**config.mk**
```make
export PLATFORM = sky130hd
export DESIGN_NAME = paralelo_serial2
export DESIGN_NICKNAME = d
export VERILOG_FILES = /design/src/rtl/paralelo_serial2_pkg.sv /design/src/rtl/tx_hold_buffer.sv /design/src/rtl/paralelo_serial2.sv
export SDC_FILE = /design/constraint.sdc
export NUM_CORES = 1
export LEC_CHECK = 0
export ABC_AREA = 1
export ABC_CLOCK_PERIOD_IN_PS = 3500
export CAP_MARGIN = 20
export CORE_MARGIN = 1.5
export CORE_UTILIZATION = 40
export CTS_CLUSTER_SIZE = 40
export DETAILED_ROUTE_END_ITERATION = 12
export PLACE_DENSITY = 0.73
export RECOVER_POWER = 25
export SLEW_MARGIN = 20
export SYNTH_ARGS = -nofsm -noshare
export SYNTH_HDL_FRONTEND = slang
export SYNTH_SLANG_ARGS = --single-unit
```
**constraint.sdc**
```tcl
create_clock -name clk_32f -period 3.5 [get_ports clk_32f]
set_input_delay 1.05 -clock clk_32f [delete_from_list [all_inputs] [get_ports clk_32f]]
set_output_delay 1.05 -clock clk_32f [all_outputs]
set_load 0.01 [all_outputs]
```
**src/rtl/paralelo_serial2_pkg.sv**
```systemverilog
// Shared constants, state type and helpers for the paralelo_serial2 serializer.
package paralelo_serial2_pkg;

    localparam int unsigned BYTE_W         = 8;
    localparam int unsigned CNT_W          = 3;
    localparam int unsigned SYNC_COUNT_DEF = 4;

    localparam logic [BYTE_W-1:0] COMMA_BYTE = 8'hBC;
    localparam logic [BYTE_W-1:0] IDLE_BYTE  = 8'h7C;

    typedef enum logic {
        ST_SYNC   = 1'b0,
        ST_ACTIVE = 1'b1
    } state_t;

    // Last bit slot of a byte: the shift register reloads on this edge.
    function automatic logic is_boundary(input logic [CNT_W-1:0] cnt);
        return (cnt == CNT_W'(BYTE_W - 1));
    endfunction

endpackage

```
**src/rtl/tx_hold_buffer.sv**
```systemverilog
// One-entry holding register between the parallel producer and the serializer.
module tx_hold_buffer
    import paralelo_serial2_pkg::*;
(
    input  logic              clk,
    input  logic              rst,
    input  logic [BYTE_W-1:0] i_data,
    input  logic              i_valid,
    input  logic              i_pop,
    output logic              o_ready,
    output logic              o_full,
    output logic [BYTE_W-1:0] o_data
);

    logic              r_full;
    logic [BYTE_W-1:0] r_data;
    logic              w_accept;

    // Pop only happens while full and accept only while empty, so they never collide.
    assign w_accept = i_valid & ~r_full;

    always_ff @(posedge clk or posedge rst) begin
        if (rst) begin
            r_full <= 1'b0;
            r_data <= '0;
        end else if (i_pop) begin
            r_full <= 1'b0;
        end else if (w_accept) begin
            r_full <= 1'b1;
            r_data <= i_data;
        end
    end

    assign o_ready = ~r_full;
    assign o_full  = r_full;
    assign o_data  = r_data;

endmodule

```
**src/rtl/paralelo_serial2.sv**
```systemverilog
// Byte-to-serial transmitter: sends SYNC_COUNT commas after reset, then data
// bytes from a one-entry holding register, filling gaps with idle bytes.
module paralelo_serial2
    import paralelo_serial2_pkg::*;
#(
    parameter int unsigned SYNC_COUNT = SYNC_COUNT_DEF
) (
    input  logic              clk_32f,
    input  logic              reset,
    input  logic [BYTE_W-1:0] data_in,
    input  logic              valid_in,
    output logic              ready_out,
    output logic              data_out,
    output logic              byte_sync,
    output logic              tx_active
);

    localparam logic [CNT_W-1:0] SYNC_LIMIT = CNT_W'(SYNC_COUNT);

    state_t            r_state;
    state_t            w_next_state;
    logic [CNT_W-1:0]  r_bit_cnt;
    logic [CNT_W-1:0]  r_sync_cnt;
    logic [BYTE_W-1:0] r_shreg;
    logic              r_byte_sync;

    logic              w_boundary;
    logic              w_comma_due;
    logic [BYTE_W-1:0] w_load_byte;
    logic              w_hold_pop;
    logic              w_sync_inc;
    logic              w_hold_full;
    logic [BYTE_W-1:0] w_hold_data;

    assign w_boundary  = is_boundary(r_bit_cnt);
    assign w_comma_due = (r_state == ST_SYNC) && (r_sync_cnt < SYNC_LIMIT);

    tx_hold_buffer u_hold (
        .clk     (clk_32f),
        .rst     (reset),
        .i_data  (data_in),
        .i_valid (valid_in),
        .i_pop   (w_hold_pop),
        .o_ready (ready_out),
        .o_full  (w_hold_full),
        .o_data  (w_hold_data)
    );

    always_ff @(posedge clk_32f or posedge reset) begin
        if (reset) begin
            r_state <= ST_SYNC;
        end else begin
            r_state <= w_next_state;
        end
    end

    // ACTIVE is absorbing; only reset returns to SYNC.
    always_comb begin
        w_next_state = r_state;
        if ((r_state == ST_SYNC) && w_boundary && !w_comma_due) begin
            w_next_state = ST_ACTIVE;
        end
    end

    // Byte selection at a boundary; the SYNC->ACTIVE edge already serves data/idle.
    always_comb begin
        w_load_byte = IDLE_BYTE;
        w_hold_pop  = 1'b0;
        w_sync_inc  = 1'b0;
        if (w_boundary) begin
            if (w_comma_due) begin
                w_load_byte = COMMA_BYTE;
                w_sync_inc  = 1'b1;
            end else if (w_hold_full) begin
                w_load_byte = w_hold_data;
                w_hold_pop  = 1'b1;
            end
        end
    end

    always_ff @(posedge clk_32f or posedge reset) begin
        if (reset) begin
            r_bit_cnt   <= '0;
            r_shreg     <= COMMA_BYTE;
            r_sync_cnt  <= CNT_W'(1);
            r_byte_sync <= 1'b1;
        end else begin
            r_bit_cnt   <= r_bit_cnt + CNT_W'(1);
            r_byte_sync <= w_boundary;
            if (w_boundary) begin
                r_shreg <= w_load_byte;
            end else begin
                r_shreg <= {1'b0, r_shreg[BYTE_W-1:1]};
            end
            if (w_sync_inc) begin
                r_sync_cnt <= r_sync_cnt + CNT_W'(1);
            end
        end
    end

    assign data_out  = r_shreg[0];
    assign byte_sync = r_byte_sync;
    assign tx_active = (r_state == ST_ACTIVE);

endmodule

```
[After elaboration in Yosys (flattened, before gate mapping)]
Index checks and enable logic that the tools add are counted.
Operators by class
  bitwise logic cells: 4
  $lt $le $gt $ge: 1
  add/subtract/negate cells: 2
  equal/unequal tests: 1
  mux-type cells: 10
  reduce and logical (&&, ||, !) cells: 6
Operators with widths (count)
  2-to-1 mux 8 bit: 3
  2-to-1 mux 1 bit: 7
  adder 3 x 1 -> 3 bit, second input constant: 2
  equality test 3 bit, second input constant: 1
  logical AND 1 bit: 3
  < comparator 3 bit, second input constant: 1
  NOT 1 bit: 3
  AND reduction 2 bit: 1
  nonzero test 2 bit: 1
  bitwise AND 1 bit: 1
  logical NOT 1 bit: 1
Word-level totals
  input port bits: 11
  logic and storage cells: 31
  output and inout port bits: 4
  register bits: 25

[Longest topological paths before layout]
  depth after elaboration: 6
  mapped depth: 7
  mapped depth without buffers: 6

[Hierarchy]
Synthesis repeated with hierarchy kept, for this count alone.
Second synthesis, totals
  cells, all modules: 119
  area total of the unflattened synthesis: 1104.8 um^2
By module, submodules not included
  paralelo_serial2: instances 1, cells an instance 79, seq. area each 409.1 um^2, area an instance 720.7 um^2
  tx_hold_buffer: instances 1, cells an instance 40, seq. area each 225.2 um^2, area an instance 384.1 um^2

[Worst setup path after synthesis]
No wires, ideal clock.
  path type: flip-flop to output port
  from: register u_hold.r_full (netlist: u_hold.o_full)
  to: output ready_out
  required time: 2450 ps
  stages on the path, launching flop included: 3
  slack: 1798 ps
  path buffers: 1
  arrival time: 652 ps
  path through: dfrtp_1 > inv_2 > buf_6
Between the ends
  longest elaborated chain between the ends: 1
RTL lines
  start, declared: RTL line tx_hold_buffer.sv:15  | logic r_full;
  start signal, assigned: RTL line tx_hold_buffer.sv:24  | r_full <= 1'b0;
  start signal, assigned: RTL line tx_hold_buffer.sv:27  | r_full <= 1'b0;
  start signal, assigned: RTL line tx_hold_buffer.sv:29  | r_full <= 1'b1;
  NOT 1 bit: RTL line tx_hold_buffer.sv:34  | assign o_ready = ~r_full;
  end, declared: RTL line paralelo_serial2.sv:12  | output logic ready_out,
Every way passes these cells.

[Final worst setup path]
Same ends and word-level chain as after synthesis.

==> run_results.csv <==
group,metric,value,unit
run_status,outcome,"completed",
sta,slew_headroom,40.26,%
setup_path,cp.required,2450,ps
cts,cts_root_buffer_type,"sky130_fd_sc_hd__clkbuf_4",
routing,detail-route-antenna-nets,0,
yosys,synth_cells,116,
sta,timing.final.hold_violations,0,
setup_path,r2r_end,"r_shreg[0]$_DFF_PP0_",
yosys,netlist.area_leader.share,42.50,%
power_and_ir_drop,leakage,0.6514,nW
sta,period_minus_slack,2662,ps
setup_path,startpoint,"u_hold.o_full$_DFFE_PP0P_",
setup_path,critical_path.max_stage_delay,600,ps
grt,globalRouteOverflowTotal,0,
setup_path,worst-endpoint-arrival,1610,ps
floorplanning,initial_core_util,42.39,%
placed_design,post-dp-hpwl,1.195,mm
cts,postCtsResizedCells,0,
sta,final.setup_skew,1.912,ps
power_and_ir_drop,pwr_density_cell,427.7,nW/um^2
cts,cts_hold_buf,0,
routing,routed_wire_length_per_instance,9.963,um
cells_and_area,antenna-diode-count,0,
yosys,synthesis_stage_register_bit_count,25,
yosys,cell_accounting_for_the_most_synthesized_area,"sky130_fd_sc_hd__dfrtp_1",
yosys,synth_nets,131,
floorplanning,die_area,2967,sq um
routing,totalWireLength,1.604,mm
cts,worst_setup_hold_path_clk_slew,130,ps
sta,finalMaxSlewViolations,0,
setup_path,cp_cell_sequence,"inv_2, clkdlybuf4s50_1",
cells_and_area,layout.core_utilization,49.65,%
setup_path,timing.critical_path.from_type,"flip-flop",
yosys,ys_async_sr_fraction,100.0,%
cells_and_area,final_nets,147,
yosys,yosys-top-cells-count,"56 x sky130_fd_sc_hd__nand2_1, 18 x sky130_fd_sc_hd__dfrtp_1, 10 x sky130_fd_sc_hd__nand3_1, 7 x sky130_fd_sc_hd__dfstp_2, 7 x sky130_fd_sc_hd__inv_1",
sta,final_total_negative_setup_slack,0,ps
cts,post-cts-setup-buffers,0,
routing,top_layer_used,"met4",
grt,grt_antenna_before_repair,0,
setup_path,critPathCaptureType,"primary output",
routing,detailedRoute.firstIterationViolations,15,
routing,met3_wirelength,68,um
cells_and_area,areaGrowthSynthToFinish,17.12,%
floorplanning,floorplan.rows,18,
setup_path,timing.critical_path.to,"ready_out",
setup_path,crit-reg2reg-launch,"r_bit_cnt[0]$_DFF_PP0_",
sta,worstMarginPinSlew,895.2,ps
grt,grt_start_max_net_pins,26,
yosys,distinct_cells_synth,14,
placed_design,port_buffers,14,
sta,final_critical_path_share_of_the_clock_period,76.04,%
routing,route.layer.met1.wl,762,um
routing,routed-via-count,734,
floorplanning,pin_count,15,
floorplanning,die_width,54.47,um
placed_design,gp_congestion,0.7619,
setup_path,critPathSlowestCell,"sky130_fd_sc_hd__clkdlybuf4s50_1",
floorplanning,floorplan.die.height,54.47,um
cts,clk_path_buf_depth,2,
yosys,synth_ff_type,"sky130_fd_sc_hd__dfrtp_1",
cts,htreeDepth,1,
routing,detailroute.wirelength.met2,739,um
setup_path,ff2ff_setup_slack,1990,ps
yosys,post_synth_edffs,0,
yosys,avgSynthCellArea,9.136,sq um
setup_path,worst-path-max-fanout,14,
floorplanning,fp.coreArea,2500,sq um
worst_hold_path,worst_hold_path_class,"reg -> reg",
grt,grtUsageTotal,13.19,%
yosys,post-synth-top-count-cell,"sky130_fd_sc_hd__nand2_1",
cts,numCtsBuffers,3,
setup_path,ff2ff_path_depth,6,
job,max_cap_violations,0,
sta,grt_setup_unrepaired,"false",
sta,setup_violations,0,
grt,first_global_vias,646,
yosys,synth.area.top_cells,"sky130_fd_sc_hd__dfrtp_1 43%, sky130_fd_sc_hd__nand2_1 20%, sky130_fd_sc_hd__dfstp_2 17%",
cells_and_area,number_of_fill_cells_in_the_layout,230,
cts,clock_insertion_delay_worst_skew,310,ps
routing,viasPerCell,4.559,
cells_and_area,layout-drive-gt1-share,9.924,%
setup_path,cp_class,"reg -> out",
cts,tritoncts_num_sinks,25,
cts,tritoncts_clock_tree,"yes",
sta,timing.fmax,0.3757,GHz
routing,drc,0,
yosys,yosys_warnings,0,
grt,grt_first_pass_wirelength,2.704,mm
yosys,synth.cell_area,1060,sq um
yosys,ys_seq_area_share,59.86,%
power_and_ir_drop,max-vdd-ir-drop,0.0002262,V
routing,first_pass_iters,4,
[kinds of logic after synthesis]
family | after synthesis | synth area share [%]
flip-flops | 25 | 59.86
buffers and inverters | 12 | 5.431
adder cells (fa/ha/maj) | 4 | 4.723
AND/OR/NAND/NOR | 74 | 29.28
AO/OA/AOI/OAI | 1 | 0.7086
[power by group]
group | switching [W] | internal (W) | total (W)
Clock | 0.0000811 | 0.0000427 | 0.000124
Combinational | 0.0000372 | 0.0000324 | 0.0000696
Sequential | 0.0000137 | 0.000324 | 0.000337
[final cells by class]
cell class	count	area [sq um]	area share [%]
flip-flops and latches	25	634.4	51.11
multi-input cells	79	367.9	29.64
repair buffers	14	140.1	11.29
well taps	30	37.54	3.024
inverters	9	33.78	2.722
clock buffers	3	22.52	1.815
clock inverters	1	5.005	0.4032
[layer usage]
layer	vias to the layer above	GRT usage, %
met5	-	0
met4	0	8.750
met3	4	3.279
met2	19	19.28
met1	328	17.22
li1	383	-
[worst min-delay path by stage]
stage,start,endpoint,slack [ps],depth (start not counted)
3_5_place_dp,r_bit_cnt[0]$_DFF_PP0_,r_bit_cnt[0]$_DFF_PP0_,420,1
6_report,r_bit_cnt[0]$_DFF_PP0_,r_bit_cnt[0]$_DFF_PP0_,430,1
4_1_cts,r_bit_cnt[0]$_DFF_PP0_,r_bit_cnt[0]$_DFF_PP0_,440,1
5_1_grt,r_bit_cnt[0]$_DFF_PP0_,r_bit_cnt[0]$_DFF_PP0_,470,1
3_3_place_gp,r_bit_cnt[0]$_DFF_PP0_,r_bit_cnt[0]$_DFF_PP0_,410,1
2_1_floorplan,r_bit_cnt[0]$_DFF_PP0_,r_bit_cnt[0]$_DFF_PP0_,400,1
[registers in the layout (all words and copies together), names as in the netlist]
register       count
r_sync_cnt         3
u_hold.o_data      8
r_shreg            8
r_bit_cnt          3
tx_active          1
byte_sync          1
u_hold.o_full      1
[critical path: cells and delay by family (launching register included)]
family | cells | cell delay, ps
buffers and inverters | 2 | 840
flip-flops | 1 | 460
[cells in the final DEF (no fill, tap or decap)]
cell type	Yosys	routed
sky130_fd_sc_hd__clkdlybuf4s50_1	0	14
sky130_fd_sc_hd__clkbuf_4	0	3
sky130_fd_sc_hd__nand2_1	56	56
sky130_fd_sc_hd__nand3_1	10	10
sky130_fd_sc_hd__a21boi_0	1	1
sky130_fd_sc_hd__ha_1	4	4
sky130_fd_sc_hd__dfrtp_1	18	18
sky130_fd_sc_hd__nand3b_1	1	1
sky130_fd_sc_hd__dfstp_2	7	7
sky130_fd_sc_hd__clkinv_2	0	1
sky130_fd_sc_hd__inv_2	2	1
sky130_fd_sc_hd__nor2_1	6	6
sky130_fd_sc_hd__nand2_8	1	1
sky130_fd_sc_hd__inv_1	7	8
[through the flow]
stage,hold slack (ps),total power (W),setup slack (ps),instances,area [sq um]
6_report,431.1,0.0005309,838.5,161,1241
5_1_grt,473.8,0.0005617,749.9,161,1241
4_1_cts,436.7,0.0005382,832.4,161,1241
3_5_place_dp,417.6,0.0004135,1205,157,1214
3_3_place_gp,411.3,0.0004109,1221,157,1214
2_1_floorplan,400.6,0.0003870,1798,116,1060
Note: power is estimated with default switching activity, not from simulation.
==> RTL change 1: new RTL, config.mk and constraints unchanged <==
Change the package constant `CNT_W` from 3 to 5.
--- a/src/rtl/paralelo_serial2_pkg.sv
+++ b/src/rtl/paralelo_serial2_pkg.sv
@@ -2,7 +2,7 @@
 package paralelo_serial2_pkg;
 
     localparam int unsigned BYTE_W         = 8;
-    localparam int unsigned CNT_W          = 3;
+    localparam int unsigned CNT_W          = 5;
     localparam int unsigned SYNC_COUNT_DEF = 4;
 
     localparam logic [BYTE_W-1:0] COMMA_BYTE = 8'hBC;
Function: same outputs for any inputs over 10 cycles, from zero or initial values and one cycle with reset high; that may be too few to reach the edited logic, so the function may still have changed.
==> RTL change 1 against the unedited design <==
  * Die area grew 16%
  * Area after synthesis up 17%
  * Count of clock-buffer cells in the layout is 4 higher
  * Setup slack improved by 0.046 ns
  * Sequential cell count is 4 higher
  * Routed wire length is 23% higher
  * Cell area rose by 16%
Power is not compared: it rests on default switching activity, and its combinational part moved more than twofold at a synthesized area within 25%.
==> RTL change 1: results (changes against the unedited design) <==
root buffer cell: clkbuf_4
vias in the first global route: 805 (+25%)
Setup Skew: 0.0105 ns (+0.00861 ns)
Hold WC Path Type: flip-flop to flip-flop
FF-to-FF Start: r_bit_cnt[0]
Primary FF master, synth: dfrtp_1
# H-tree levels: 2 (+1)
Vias/cell: 4.65 (+1.9%)
EDFF count, synth: 0 (unchanged)
Leak Pwr: 0.708 nW
reg2reg path depth: 6 (unchanged)
setup bufs post-CTS: 0 (unchanged)
final WL: 1.97 mm (+23%)
Buffers on Ports: 14 (unchanged)
ant diodes: 0 (unchanged)
first-pass GRT wire length: 3.53 mm (+30%)
Final setup viols: 0 (unchanged)
layout cells sized above 1: 0.136 (+0.0371)
Async SR Flop Fraction: 1.00 (unchanged)
FF-to-FF setup slack: 1.80 ns (-0.19 ns)
post-synthesis sequential area ratio: 0.591 (-0.00804)
synth warn: 0 (unchanged)
post-synth net total: 148 (+13%)
Critical Path End: ready_out
Worst setup EP type: output pin
slowest cell on the critical path: clkdlybuf4s50_1
total global-route track usage: 0.141 (+0.00911)
largest net degree at the start of global routing: 28 (+7.7%)
final net count: 166 (+13%)
DR pass1 iterations: 4 (unchanged)
CTS resizes: 0 (unchanged)
critical path startpoint: u_hold.o_full
relative slew slack: 0.395 (-0.00788)
gate family responsible for the most delay along the worst path: buffers and inverters
critical-path maximum fanout: 15 (+1)
Sw Pwr: 125 µW
post-DP HPWL: 1.36 mm (+14%)
crit path DAT: 1.57 ns (-0.04 ns)
Hold Crit Depth: 0 (-1)
1st-iter DRT viols: 51 (+36)
hold_sp: r_sync_cnt[4]
top cells by area, synth: dfrtp_1, nand2_1, dfstp_2, nand3_1, nor2_1
worst skew pair latency: 0.32 ns
unique cell type count in the Yosys netlist: 19 (+5)
RePlAce Congestion: 0.711 (-6.7%)
Hold EP: r_sync_cnt[4]
TritonCTS buffer count: 5 (+2)
maximum clock path buffer count: 2 (unchanged)
DRT antenna net count: 0 (unchanged)
outcome: completed
reg2reg end: r_sync_cnt[1]
maximum vdd drop: 0.000206 V
most frequent cells after synthesis: nand2_1, dfrtp_1, nand3_1, nor2_1, inv_1
Worst-path clk slew: 0.09 ns (-0.04 ns)
CP max stage delay: 0.58 ns (-0.02 ns)
initial antenna violation count: 0 (unchanged)
[RTL change 1: changes by cell type after synthesis, sizes merged, moves of 2 or more]
cell and change:
ha -2, clkbuf +2, nand3 +4, xor2 +3, dfrtp +4, nand2 -3, nor2 +7
[RTL change 1: layout make-up]
class,count,area (µm²)
multi-input combinational,91,424
tap,33,41.3
inverter,10,37.5
sequential,29,734
clock inverter,1,5.00
fill,312,1560
timing repair buffer,16,155
clock buffer,7,45.0
[RTL change 1: logic make-up (layout without fill, tap and decap cells)]
family / count (synthesis) / after routing / share of synthesized area
DFF: 29 / 29 / 0.591
buffers and inverters: 15 / 34 / 0.0583
AOI/OAI and AO/OA: 2 / 2 / 0.00804
xor gates and xnor gates: 3 / 3 / 0.0211
and+or+nand+nor: 84 / 84 / 0.302
adders and majority gates: 2 / 2 / 0.0201
[RTL change 1: through the flow]
step	utilization	cells	area, µm²	setup WS, ns	hold WS, ns
after global routing	0.480	187	1440	0.802	0.427
after global placement	0.468	179	1410	1.19	0.386
after CTS	0.485	187	1460	0.866	0.409
after detailed placement	0.468	179	1410	1.15	0.392
final	0.480	187	1440	0.884	0.404
after floorplan	-	135	1240	1.81	0.423
[RTL change 1: power groups by stage]
stage,combinational [mW],clock (mW),sequential [mW]
4_1_cts,0.0330,0.191,0.348
3_3_place_gp,0.0314,0,0.354
5_1_grt,0.0370,0.211,0.349
2_1_floorplan,0.0161,0,0.353
6_report,0.0323,0.184,0.348
3_5_place_dp,0.0327,0,0.354
[RTL change 1: layer usage]
metal	vias up	wire length [µm]	global-route usage
met3	6	96	0.0462
met5	-	0	0
met4	0	44	0.0877
met2	22	931	0.202
li1	450	-	-
met1	391	897	0.184
==> RTL change 2: new RTL, same settings <==
Without the edit above. Make the reset (`reset` and `rst`) synchronous in 3 clocked blocks.
--- a/src/rtl/tx_hold_buffer.sv
+++ b/src/rtl/tx_hold_buffer.sv
@@ -19,7 +19,7 @@
     // Pop only happens while full and accept only while empty, so they never collide.
     assign w_accept = i_valid & ~r_full;
 
-    always_ff @(posedge clk or posedge rst) begin
+    always_ff @(posedge clk) begin
         if (rst) begin
             r_full <= 1'b0;
             r_data <= '0;
--- a/src/rtl/paralelo_serial2.sv
+++ b/src/rtl/paralelo_serial2.sv
@@ -46,7 +46,7 @@
         .o_data  (w_hold_data)
     );
 
-    always_ff @(posedge clk_32f or posedge reset) begin
+    always_ff @(posedge clk_32f) begin
         if (reset) begin
             r_state <= ST_SYNC;
         end else begin
@@ -78,7 +78,7 @@
         end
     end
 
-    always_ff @(posedge clk_32f or posedge reset) begin
+    always_ff @(posedge clk_32f) begin
         if (reset) begin
             r_bit_cnt   <= '0;
             r_shreg     <= COMMA_BYTE;
Behaviour: differs if reset is asserted again (counterexample within 4 cycles, from zero or initial values and one cycle with reset high); with reset held inactive, the same outputs for 10 cycles.
==> RTL change 2 against the unedited design <==
  * Clock skew grew 0.011 ns
  * Cell area shrank 2.7%
  * Routed wire length grew 4.7%
  * Setup slack gained 0.21 ns
  * Sequential cell count is the same
  * Highest routed layer unchanged
  * Power shrank 5.5%
  * First-iteration DRC count shrank 13%
  * Area after synthesis shrank 3.4%
  * Die area shrank 3.2%
==> RTL change 2: results (changes against the unedited design) <==
layout cells sized above 1: 0.149 (+0.0497)
CTS resizes: 0 (unchanged)
vias in the first global route: 707 (+9.4%)
post-synth net total: 141 (+7.6%)
Setup Skew: 0.0131 ns (+0.0112 ns)
Syn Area/Cell: 8.12 µm² (-11%)
Net Sw Frac: 0.253 (+0.00473)
DR WL/cell: 9.82 µm (-1.4%)
Placed Area: 0.00118 mm² (-3.0%)
first-pass GRT wire length: 2.90 mm (+7.2%)
outcome: completed
FF-to-FF setup slack: 1.92 ns (-0.07 ns)
Worst-path clk slew: 0.15 ns (+0.02 ns)
post-route minimum period: 2.45 ns (-0.207 ns)
post-DP HPWL: 1.22 mm (+2.1%)
maximum vdd drop: 0.000222 V (-1.7%)
part of the power in registers: 0.620 (-0.016)
final net count: 157 (+6.8%)
critical-path maximum fanout: 7 (-7)
Non-Filler Instances: 171 (+6.2%)
unique cell type count in the Yosys netlist: 24 (+10)
total global-route track usage: 0.141 (+0.00886)
relative slew slack: 0.666 (+0.263)
Combinational Power: 59.3 µW (-15%)
pre-CTS setup slack: 1.18 ns (-0.0264 ns)
worst skew pair latency: 0.32 ns
top cells by area, synth: dfxtp_1, nor2_1, nand2_1, nor2_2, ha_1
largest net degree at the start of global routing: 17 (-35%)
Async SR Flop Fraction: 0 (-1.00)
Seq group: 311 µW (-7.7%)
Leak Pwr: 0.493 nW (-24%)
vias: 806 (+9.8%)
# H-tree levels: 1 (unchanged)
final hold slack: 0.433 ns (+0.00178 ns)
setup bufs post-CTS: 0 (unchanged)
1st-iter DRT viols: 13 (-2)
RePlAce Congestion: 0.697 (-8.5%)
post-synthesis sequential area ratio: 0.489 (-0.110)
maximum clock path buffer count: 2 (unchanged)
most frequent cells after synthesis: dfxtp_1, nor2_1, nand2_1, nor2_2
## RTL change 2: cell types whose count changed in the layout (fill, tap and decap cells not counted), moves of 7 or more
cell,change
nand3_1,-7
nor2_2,+9
o21ai_1,+8
a21oi_1,+8
dfxtp_1,+25
nor2_1,+17
dfstp_2,-7
nand2_1,-34
dfrtp_1,-18
## RTL change 2: routing by layer
metal,part of all wire,wire (µm),vias up,track usage
li1,-,-,426,-
met1,0.49,815,367,0.175
met2,0.47,788,9,0.224
met3,0.029,49,4,0.0250
met4,0.015,26,0,0.0897
met5,0,0,-,0
## RTL change 2: logic make-up after synthesis
family | count (synthesis) | synth area share
AOI/OAI and AO/OA | 20 | 0.103
adders and majority gates | 4 | 0.0489
buffers and inverters | 15 | 0.0770
DFF | 25 | 0.489
and+or+nand+nor | 62 | 0.282
## RTL change 2: worst max-delay path: stages (launching register included)
cell and delay [ns]:
dfxtp_1 0.40, inv_4 0.14, clkdlybuf4s50_1 0.55
## RTL change 2: area by class of cell
| cell class | instances | area, µm² |
|---|---|---|
| multi-input cells | 86 | 444 |
| clock buffers | 3 | 22.5 |
| clock inverters | 1 | 7.51 |
| fillers | 241 | 1250 |
| inverters | 12 | 55.1 |
| repair buffers | 14 | 140 |
| well taps | 30 | 37.5 |
| flip-flops and latches | 25 | 500 |
## RTL change 2: path summary, 6_finish.rpt
path	from	endpoint	cells after the start
max	u_hold.o_full	ready_out	2
max reg2reg	r_bit_cnt[0]	r_shreg[6]	5
min	r_bit_cnt[0]	r_bit_cnt[0]	1
min reg2reg	r_bit_cnt[0]	r_bit_cnt[0]	1
